==> src/rtl/intr_sequencer_if.sv <==
// Signal bundle between the interrupt sequencer and the port block, control unit and data memory.
interface intr_sequencer_if;
  logic       intr_flag;
  logic       intr_clear;
  logic       inst_boundary;
  logic [7:0] pc_in;
  logic [3:0] flags_in;
  logic [7:0] sp_in;
  logic       rti;
  logic       stall;
  logic       flush;
  logic       mem_req;
  logic       mem_we;
  logic [7:0] mem_addr;
  logic [7:0] mem_wdata;
  logic [7:0] mem_rdata;
  logic       mem_ack;
  logic       sp_dec;
  logic       pc_load;
  logic [7:0] pc_next;
  logic       in_service;

  modport master (
    input  intr_flag, inst_boundary, pc_in, flags_in, sp_in, rti, mem_rdata, mem_ack,
    output intr_clear, stall, flush, mem_req, mem_we, mem_addr, mem_wdata,
           sp_dec, pc_load, pc_next, in_service
  );

  modport slave (
    output intr_flag, inst_boundary, pc_in, flags_in, sp_in, rti, mem_rdata, mem_ack,
    input  intr_clear, stall, flush, mem_req, mem_we, mem_addr, mem_wdata,
           sp_dec, pc_load, pc_next, in_service
  );
endinterface

==> src/rtl/intr_sequencer.sv <==
// Interrupt entry sequencer: ack, pipeline drain, stack push of the return PC, vector fetch, jump.
// Defining INTR_SAVE_FLAGS_EN adds a second push of the CCR flags after the PC.
module intr_sequencer #(
  parameter logic [7:0] VECTOR_ADDR  = 8'h01,
  parameter int         DRAIN_CYCLES = 3
) (
  input logic              clk,
  input logic              rst_n,
  intr_sequencer_if.master io_bus
);

  typedef enum logic [2:0] {
    S_IDLE, S_ACK, S_DRAIN, S_PUSH_PC, S_PUSH_FLG, S_FETCH_VEC, S_JUMP
  } state_t;

  state_t     r_state;
  logic [3:0] r_drain_cnt;
  logic [7:0] r_saved_pc;
  logic       r_intr_clear;
  logic       r_stall;
  logic       r_flush;
  logic       r_mem_req;
  logic       r_mem_we;
  logic [7:0] r_mem_addr;
  logic [7:0] r_mem_wdata;
  logic       r_sp_dec;
  logic       r_pc_load;
  logic [7:0] r_pc_next;
  logic       r_in_service;
  logic       w_accept;

`ifdef INTR_SAVE_FLAGS_EN
  logic [3:0] r_saved_flags;
`else
  logic       w_unused_flags;
  assign w_unused_flags = ^io_bus.flags_in;
`endif

  assign w_accept = io_bus.intr_flag && !r_in_service && io_bus.inst_boundary;

  // Each push state opens with a gap cycle (mem_req low), then requests until acked.
  // The stack address subtracts a decrement the CPU has not yet applied to sp_in.
  always_ff @(posedge clk or negedge rst_n) begin
    if (!rst_n) begin
      r_state      <= S_IDLE;
      r_drain_cnt  <= '0;
      r_saved_pc   <= '0;
      r_intr_clear <= 1'b0;
      r_stall      <= 1'b0;
      r_flush      <= 1'b0;
      r_mem_req    <= 1'b0;
      r_mem_we     <= 1'b0;
      r_mem_addr   <= '0;
      r_mem_wdata  <= '0;
      r_sp_dec     <= 1'b0;
      r_pc_load    <= 1'b0;
      r_pc_next    <= '0;
      r_in_service <= 1'b0;
`ifdef INTR_SAVE_FLAGS_EN
      r_saved_flags <= '0;
`endif
    end else begin
      r_intr_clear <= 1'b0;
      r_flush      <= 1'b0;
      r_sp_dec     <= 1'b0;
      r_pc_load    <= 1'b0;
      case (r_state)
        S_IDLE: begin
          r_stall <= 1'b0;
          if (io_bus.rti && r_in_service) begin
            r_in_service <= 1'b0;
          end else if (w_accept) begin
            r_saved_pc   <= io_bus.pc_in;
`ifdef INTR_SAVE_FLAGS_EN
            r_saved_flags <= io_bus.flags_in;
`endif
            r_intr_clear <= 1'b1;
            r_flush      <= 1'b1;
            r_stall      <= 1'b1;
            r_state      <= S_ACK;
          end
        end
        S_ACK: begin
          r_drain_cnt <= 4'(DRAIN_CYCLES);
          r_state     <= S_DRAIN;
        end
        S_DRAIN: begin
          r_drain_cnt <= r_drain_cnt - 4'd1;
          if (r_drain_cnt == 4'd1) begin
            r_mem_we    <= 1'b1;
            r_mem_wdata <= r_saved_pc;
            r_mem_addr  <= io_bus.sp_in;
            r_state     <= S_PUSH_PC;
          end
        end
        S_PUSH_PC, S_PUSH_FLG: begin
          r_mem_addr <= io_bus.sp_in - {7'b0, r_sp_dec};
          if (!r_mem_req) begin
            r_mem_req <= 1'b1;
          end else if (io_bus.mem_ack) begin
            r_mem_req <= 1'b0;
            r_sp_dec  <= 1'b1;
`ifdef INTR_SAVE_FLAGS_EN
            if (r_state == S_PUSH_PC) begin
              r_mem_wdata <= {4'b0000, r_saved_flags};
              r_state     <= S_PUSH_FLG;
            end else
`endif
            begin
              r_mem_we    <= 1'b0;
              r_mem_wdata <= '0;
              r_mem_addr  <= VECTOR_ADDR;
              r_state     <= S_FETCH_VEC;
            end
          end
        end
        S_FETCH_VEC: begin
          if (!r_mem_req) begin
            r_mem_req <= 1'b1;
          end else if (io_bus.mem_ack) begin
            r_mem_req  <= 1'b0;
            r_mem_addr <= '0;
            r_pc_next  <= io_bus.mem_rdata;
            r_pc_load  <= 1'b1;
            r_state    <= S_JUMP;
          end
        end
        S_JUMP: begin
          r_in_service <= 1'b1;
          r_stall      <= 1'b0;
          r_state      <= S_IDLE;
        end
        default: r_state <= S_IDLE;
      endcase
    end
  end

  assign io_bus.intr_clear = r_intr_clear;
  assign io_bus.stall      = r_stall;
  assign io_bus.flush      = r_flush;
  assign io_bus.mem_req    = r_mem_req;
  assign io_bus.mem_we     = r_mem_we;
  assign io_bus.mem_addr   = r_mem_addr;
  assign io_bus.mem_wdata  = r_mem_wdata;
  assign io_bus.sp_dec     = r_sp_dec;
  assign io_bus.pc_load    = r_pc_load;
  assign io_bus.pc_next    = r_pc_next;
  assign io_bus.in_service = r_in_service;

endmodule

==> src/flat_wrapper.sv <==
// flat-port wrapper written by rule: the top's interface ports become plain ports
module intr_sequencer_flat 
#(
  parameter logic [7:0] VECTOR_ADDR  = 8'h01,
  parameter int         DRAIN_CYCLES = 3
)
  (clk, rst_n, io_bus_intr_flag, io_bus_inst_boundary, io_bus_pc_in, io_bus_flags_in, io_bus_sp_in, io_bus_rti, io_bus_mem_rdata, io_bus_mem_ack, io_bus_intr_clear, io_bus_stall, io_bus_flush, io_bus_mem_req, io_bus_mem_we, io_bus_mem_addr, io_bus_mem_wdata, io_bus_sp_dec, io_bus_pc_load, io_bus_pc_next, io_bus_in_service);
  intr_sequencer_if io_bus_i ();
  input logic clk;
  input logic rst_n;
  input wire logic [$bits(io_bus_i.intr_flag)-1:0] io_bus_intr_flag;
  input wire logic [$bits(io_bus_i.inst_boundary)-1:0] io_bus_inst_boundary;
  input wire logic [$bits(io_bus_i.pc_in)-1:0] io_bus_pc_in;
  input wire logic [$bits(io_bus_i.flags_in)-1:0] io_bus_flags_in;
  input wire logic [$bits(io_bus_i.sp_in)-1:0] io_bus_sp_in;
  input wire logic [$bits(io_bus_i.rti)-1:0] io_bus_rti;
  input wire logic [$bits(io_bus_i.mem_rdata)-1:0] io_bus_mem_rdata;
  input wire logic [$bits(io_bus_i.mem_ack)-1:0] io_bus_mem_ack;
  output wire logic [$bits(io_bus_i.intr_clear)-1:0] io_bus_intr_clear;
  output wire logic [$bits(io_bus_i.stall)-1:0] io_bus_stall;
  output wire logic [$bits(io_bus_i.flush)-1:0] io_bus_flush;
  output wire logic [$bits(io_bus_i.mem_req)-1:0] io_bus_mem_req;
  output wire logic [$bits(io_bus_i.mem_we)-1:0] io_bus_mem_we;
  output wire logic [$bits(io_bus_i.mem_addr)-1:0] io_bus_mem_addr;
  output wire logic [$bits(io_bus_i.mem_wdata)-1:0] io_bus_mem_wdata;
  output wire logic [$bits(io_bus_i.sp_dec)-1:0] io_bus_sp_dec;
  output wire logic [$bits(io_bus_i.pc_load)-1:0] io_bus_pc_load;
  output wire logic [$bits(io_bus_i.pc_next)-1:0] io_bus_pc_next;
  output wire logic [$bits(io_bus_i.in_service)-1:0] io_bus_in_service;
  assign io_bus_i.intr_flag = io_bus_intr_flag;
  assign io_bus_i.inst_boundary = io_bus_inst_boundary;
  assign io_bus_i.pc_in = io_bus_pc_in;
  assign io_bus_i.flags_in = io_bus_flags_in;
  assign io_bus_i.sp_in = io_bus_sp_in;
  assign io_bus_i.rti = io_bus_rti;
  assign io_bus_i.mem_rdata = io_bus_mem_rdata;
  assign io_bus_i.mem_ack = io_bus_mem_ack;
  assign io_bus_intr_clear = io_bus_i.intr_clear;
  assign io_bus_stall = io_bus_i.stall;
  assign io_bus_flush = io_bus_i.flush;
  assign io_bus_mem_req = io_bus_i.mem_req;
  assign io_bus_mem_we = io_bus_i.mem_we;
  assign io_bus_mem_addr = io_bus_i.mem_addr;
  assign io_bus_mem_wdata = io_bus_i.mem_wdata;
  assign io_bus_sp_dec = io_bus_i.sp_dec;
  assign io_bus_pc_load = io_bus_i.pc_load;
  assign io_bus_pc_next = io_bus_i.pc_next;
  assign io_bus_in_service = io_bus_i.in_service;
  intr_sequencer #(.VECTOR_ADDR(VECTOR_ADDR), .DRAIN_CYCLES(DRAIN_CYCLES)) u_core (.clk(clk), .rst_n(rst_n), .io_bus(io_bus_i));
endmodule
==> config.mk <==
export PLATFORM = sky130hd
export DESIGN_NAME = intr_sequencer_flat
export DESIGN_NICKNAME = d
export VERILOG_FILES = /design/src/rtl/intr_sequencer_if.sv /design/src/rtl/intr_sequencer.sv /design/src/flat_wrapper.sv
export SDC_FILE = /design/constraint.sdc
export NUM_CORES = 1
export LEC_CHECK = 0
export ABC_AREA = 1
export CORE_MARGIN = 4
export CORE_UTILIZATION = 37
export CTS_BUF_LIST = sky130_fd_sc_hd__clkbuf_8 sky130_fd_sc_hd__clkbuf_16
export CTS_CLUSTER_SIZE = 16
export DETAILED_ROUTE_END_ITERATION = 7
export SLEW_MARGIN = 20
export SYNTH_ARGS = -nofsm -noshare
export SYNTH_HDL_FRONTEND = slang
export SYNTH_SLANG_ARGS = --single-unit
==> constraint.sdc <==
create_clock -name clk -period 3.11 [get_ports clk]
set_input_delay 0.311 -clock clk [delete_from_list [all_inputs] [get_ports clk]]
set_output_delay 0.311 -clock clk [all_outputs]
set_load 0.01 [all_outputs]
==> results.py, run 1 <==
metrics = {
    "route": {
        "wl_per_cell_um": 12.1,
        "drt_iter0_drc": 85,
        "drc": 0,
        "vias": 1898,
        "routed_via_density": 4.61,
        "ant_nets": 0,
        "routed_wl_mm": 5.00,
        "first_pass_iters": 4,
    },
    "synth": {
        "syn_area_um2": 2270,
        "synth_top_area_share": 0.507,
        "synth_area_per_cell_um2": 8.35,
        "ys_async_sr_fraction": 1.00,
        "syn_nets": 310,
        "yosys_most_used_dff": "dfrtp_1",
        "yosys.area.top_type": "dfrtp_1",
        "synth_edf_count": 0,
        "ys_ff_latch": 46,
        "synth.distinct_cells": 28,
        "ys_seq_area_frac": 0.507,
        "syn_inst": 272,
        "yosysWarnings": 0,
        "synthTopCellsByArea": "dfrtp_1 (51%), nand2_1 (18%), inv_1 (4.1%)",
    },
    "timing": {
        "finalHoldViolCount": 3,
        "period_needed_ps": 1720,
        "fmax_mhz": 583,
        "post-route-period-util": 0.552,
        "setup_viol": 0,
        "holdWs_ps": -3.88,
        "maxSlewHeadroom": 0.616,
        "fin_tns_setup_ps": 0,
        "rsz0062_at_grt": "no",
        "finalWorstSetupSlack_ps": 1390,
        "slew_viol_final": 0,
        "skew_ps": 2.44,
        "tightest_slew_ps": 577,
    },
    "pwr": {
        "vdd_drop_max_mv": 0.401,
        "p_switching_mw": 1.17,
        "power_density_nw_per_um2": 940,
        "p_comb_frac": 0.495,
        "clkPwrFrac": 0.154,
        "seqPwrFrac": 0.351,
        "internal_power_mw": 1.70,
        "leakagePower_nw": 1.53,
        "p_sw_frac": 0.407,
    },
    "floorplanning": {
        "fp.dieH_um": 86.4,
        "die_w_um": 86.4,
        "num_rows": 28,
        "die-area_um2": 7460,
        "ios": 66,
        "initial_core_util": 0.382,
        "coreArea_um2": 5960,
    },
    "worst_setup_path": {
        "start_kind": "flop",
        "critical_path_class": "reg -> reg",
        "arrival_ps": 1960,
        "end_kind": "flop",
        "rrSetupSlack_ps": 1390,
        "cp.required_ps": 3350,
        "critPathMaxFanout": 6,
    },
    "global_route": {
        "grt.overflow.total": 0,
        "antenna_found_initial": 0,
        "grt_pass1_vias": 1909,
        "groute.usage.overall": 0.144,
        "grt_max_degree": 47,
        "grt_pass1_wl_mm": 8.53,
    },
    "cts": {
        "htreeDepth": 2,
        "clock_sinks": 46,
        "cts_root_buf": "clkbuf_8",
        "clockBufferDepth": 2,
        "insertion_delay_ps": 300,
        "clkTransAtPathRegs_ps": 80,
        "cts_tree": "done",
        "post_cts_buffers": 0,
        "hold_buffers": 0,
        "cts_resized": 0,
        "cts_made_buffers": 5,
    },
    "run_status": {
        "run_status": "finished with violations",
        "violations": "negative hold slack",
    },
    "finish": {
        "nets": 374,
        "mostFrequentLayoutCell": "nand2_1",
        "stdcell_count": 412,
        "regArea_um2": 1150,
        "stdcell_area_um2": 3050,
        "final_core_util": 0.512,
        "antenna_cells": 0,
        "fill_cells": 605,
        "multiInputGateArea_um2": 975,
        "final_layout_size_suffix_gt1_frac": 0.101,
        "area_growth_pct": 34.1,
        "mostFrequentLayoutCells": "nand2_1 (109), clkdlybuf4s50_1 (60), dfrtp_1 (46)",
    },
    "placed_design": {
        "dp.cells": 404,
        "dp_slack_ps": 1160,
        "gp_congestion": 0.850,
        "post-dp-hpwl_mm": 3.68,
        "portBuffers": 61,
        "placed_area_um2": 2930,
    },
    "min_path": {
        "hold_path_class": "in -> async",
    },
    "run": {
        "drv_cap": 0,
    },
}
==> path summary, 6_finish.rpt <==
path                                                   to  cells past startpoint                  from
worst max-delay path            u_core.io_bus.mem_addr[3]                      9     u_core.r_state[1]
worst min-delay path            u_core.io_bus.mem_addr[5]                      1                 rst_n
worst max register to register  u_core.io_bus.mem_addr[3]                      9     u_core.r_state[1]
worst min register to register       u_core.r_saved_pc[7]                      2  u_core.r_saved_pc[7]
max in group asynchronous       u_core.io_bus.mem_addr[1]                      1                 rst_n
min in group clk                     u_core.r_saved_pc[7]                      2  u_core.r_saved_pc[7]
==> state kept, by name (all words and copies together) (netlist names) <==
name                      cells
u_core.io_bus.stall           1
u_core.io_bus.pc_load         1
u_core.io_bus.mem_wdata       8
u_core.io_bus.sp_dec          1
u_core.io_bus.flush           1
u_core.io_bus.mem_addr        8
u_core.r_state                3
u_core.io_bus.pc_next         8
u_core.io_bus.mem_we          1
u_core.io_bus.in_service      1
u_core.io_bus.mem_req         1
u_core.r_drain_cnt            4
u_core.r_saved_pc             8
==> power by group through the flow <==
stage          clock network [mW]  registers (mW)  logic, mW
5_1_grt                     0.478            1.04       1.62
2_1_floorplan                   0            1.06      0.886
3_5_place_dp                    0            1.02       1.45
4_1_cts                     0.459            1.01       1.45
3_3_place_gp                    0            1.01       1.42
6_report                    0.441            1.00       1.42
==> metrics by stage <==
stage	power, mW	hold slack, ps
floorplan	1.95	15.4
global placement	2.43	454
detailed placement	2.46	461
CTS	2.92	223
global route	3.13	49.3
finish	2.86	-3.88
==> critical path, cell delays in order, from the launching register on <==
cell     delay, ps
dfrtp_1        440
nor2_1         250
nand2_1        170
nand2_2        150
o21ai_0        240
nand2_1        120
inv_1           40
nor2_1         120
nand2_1         60
nand2_1         50
==> per-layer routing <==
layer,wire (um),track usage,vias up,share of wire
met3,371,0.0504,6,0.074
met2,2250,0.227,47,0.45
met4,60,0.0496,0,0.012
li1,-,-,980,-
met1,2320,0.183,865,0.46
met5,0,0,-,0
==> cells in the mapped netlist, types with 2 or more instances <==
cell type  count
inv_1         25
buf_2          2
o21ai_2        9
nand2_1      109
o21bai_1       2
nand4_1        3
nor2_1        18
xor2_1         2
o21ai_0        5
mux2_1         3
nand3_2        2
o22ai_1        3
nor2_2         2
ha_1           4
a21oi_1        3
mux2_2         5
inv_2          4
nand3_1       15
dfrtp_1       46
nand2_2        2
==> cell families after synthesis <==
logic type	count (synthesis)	share of synthesized area
simple gates	153	0.279
flops	46	0.507
buf+inv	33	0.0644
fa+ha+maj	4	0.0220
xor+xnor	2	0.00771
mux	8	0.0396
compound gates	26	0.0804
==> cell type report <==
cell class                 instances  share of cell area
timing repair buffer              61               0.200
inverter                          29              0.0357
sequential                        46               0.378
clock buffer                       5              0.0226
multi-input combinational        193               0.320
clock inverter                     3              0.0136
tap                               75              0.0308
No activity file was read; power rests on OpenSTA's default activity.
==> run 2, diff against run 1 <==
==> constraint.sdc (replaced) <==
create_clock -name clk -period 1.6 [get_ports clk]
set_input_delay 0.16 -clock clk [delete_from_list [all_inputs] [get_ports clk]]
set_output_delay 0.16 -clock clk [all_outputs]
set_load 0.01 [all_outputs]
==> run 2 against run 1 <==
The run now ends clean. Flip-flop and latch count did not move. Sequential share of layout area fell by 2.4 points. Register-to-register slack worse by 1300 ps. Cell count rose by 5.1%.
==> results.py, run 2 (synthesized netlist as in run 1, its figures left out) <==
metrics = {
    "run_status": {
        "run_status": "finished clean",
    },
    "route": {
        "ant_nets": 0,
        "vias": 1965,
        "drc": 0,
        "routed-wl-met2_mm": 2.36,
        "routed_wl_mm": 5.23,
        "wl_per_cell_um": 12.1,
        "wl_met3_um": 340,
        "drt_iter0_drc": 76,
        "topRoutingLayerUsed": "met4",
        "m1WireLength_mm": 2.47,
        "routed_via_density": 4.54,
        "first_pass_iters": 4,
    },
    "timing": {
        "maxSlewHeadroom": 0.674,
        "finalHoldViolCount": 0,
        "post-route-period-util": 0.925,
        "slew_viol_final": 0,
        "holdWs_ps": 364,
        "rsz0062_at_grt": "no",
        "fmax_mhz": 676,
        "tightest_slew_ps": 484,
        "skew_ps": 8.44,
        "setup_viol": 0,
        "fin_tns_setup_ps": 0,
        "period_needed_ps": 1480,
    },
    "worst_setup_path": {
        "end_kind": "flop",
        "path_buf_inv": 2,
        "start_kind": "flop",
        "cp_common_cell": "nand2_1",
        "critical_path_class": "reg -> reg",
        "slowest_delay_ps": 440,
        "cpMaxStageDelayCell": "dfrtp_1",
        "crit_path_cell_trace": "buf_4 > nand3_2 > inv_2 > a21oi_2 > nand2_4 > nor2_1 > nand2_1 > nand2_1",
        "critPathMaxFanout": 9,
        "path_delay_family": "simple AND/OR/NAND/NOR gates",
        "arrival_ps": 1730,
        "rrSetupSlack_ps": 120,
        "cp.required_ps": 1850,
        "startpoint": "u_core.r_state[1]",
        "worstReg2RegStart": "u_core.r_state[1]",
    },
    "global_route": {
        "grt_max_degree": 47,
        "grt_pass1_vias": 1944,
        "antenna_found_initial": 0,
        "grt_pass1_wl_mm": 8.69,
        "grt.overflow.total": 0,
        "groute.usage.overall": 0.145,
    },
    "placed_design": {
        "placed_area_um2": 3090,
        "post-dp-hpwl_mm": 3.78,
        "gp_congestion": 0.810,
        "portBuffers": 61,
    },
    "floorplanning": {
        "die_w_um": 86.4,
        "coreArea_um2": 5960,
        "die-area_um2": 7460,
        "ios": 66,
        "fp.dieH_um": 86.4,
        "num_rows": 28,
        "initial_core_util": 0.382,
    },
    "cts": {
        "htreeDepth": 2,
        "clkTransAtPathRegs_ps": 90,
        "insertion_delay_ps": 300,
        "clockBufferDepth": 2,
        "cts_tree": "done",
        "cts_root_buf": "clkbuf_8",
        "cts_made_buffers": 5,
        "clock_sinks": 46,
    },
    "min_path": {
        "hold_path_class": "in -> async",
    },
    "pwr": {
        "power_density_nw_per_um2": 1860,
        "leakagePower_nw": 1.64,
        "vdd_drop_max_mv": 0.815,
        "report.power.total_mw": 6.05,
    },
    "finish": {
        "mostFrequentLayoutCells": "nand2_1 (108), clkdlybuf4s50_1 (60), dfrtp_1 (44)",
        "area_growth_pct": 43.4,
        "antenna_cells": 0,
        "stdcell_area_um2": 3260,
        "mostFrequentLayoutCell": "nand2_1",
        "nets": 395,
        "final_layout_size_suffix_gt1_frac": 0.170,
    },
    "run": {
        "drv_cap": 0,
    },
}
==> run 2: changes by cell type in the layout (fill, tap and decap cells not counted), moves of 2 or more <==
cell     change
buf_4       +17
buf_12       +2
dfrtp_1      -2
dfrtp_2      +2
inv_1        -2
==> run 2: path summary, 6_finish.rpt <==
kind,depth (start not counted),to
worst max-delay path,8,u_core.io_bus.mem_addr[4]
max in group asynchronous,3,u_core.r_state[0]
worst min-delay path,3,u_core.r_drain_cnt[3]
worst min register to register,2,u_core.r_saved_pc[1]
worst max register to register,8,u_core.io_bus.mem_addr[4]
min in group clk,3,u_core.r_saved_pc[1]
==> run 2: through the flow <==
step / std cells / utilization / setup WS (ps)
after floorplan: 272 / - / 146
after detailed placement: 422 / 0.520 / -49.7
after CTS: 431 / 0.540 / 30.2
final: 433 / 0.547 / 120
after global routing: 433 / 0.547 / 6.79
after global placement: 422 / 0.520 / -35.9
==> run 2: per-layer routing <==
| metal | up-vias | GRT usage |
|---|---|---|
| li1 | 1023 | - |
| met1 | 889 | 0.195 |
| met2 | 47 | 0.229 |
| met3 | 6 | 0.0428 |
| met4 | 0 | 0.0382 |
| met5 | - | 0 |
==> run 2: final cells by class <==
class,count,area (um^2)
clock buffer,5,68.8
clock inverter,3,43.8
fill,572,2700
inverter,29,109
multi-input combinational,193,998
sequential,46,1150
tap,75,93.8
timing repair buffer,82,791
==> run 2: worst min-delay path, delay by kind of cell <==
family / cells / cell delay, ps
buf+inv: 3 / 890
==> run 2: repair_timing <==
action                     4_1_cts  5_1_grt
setup buffers                    0        2
setup endpoints to repair        0       17
gates resized for setup          0        8
hold endpoints to repair        46        0
hold buffers                     1        0
==> run 2: power by group <==
group,switching (mW),internal [mW]
clock network,0.421,0.469
registers,0.308,1.65
logic,1.71,1.49
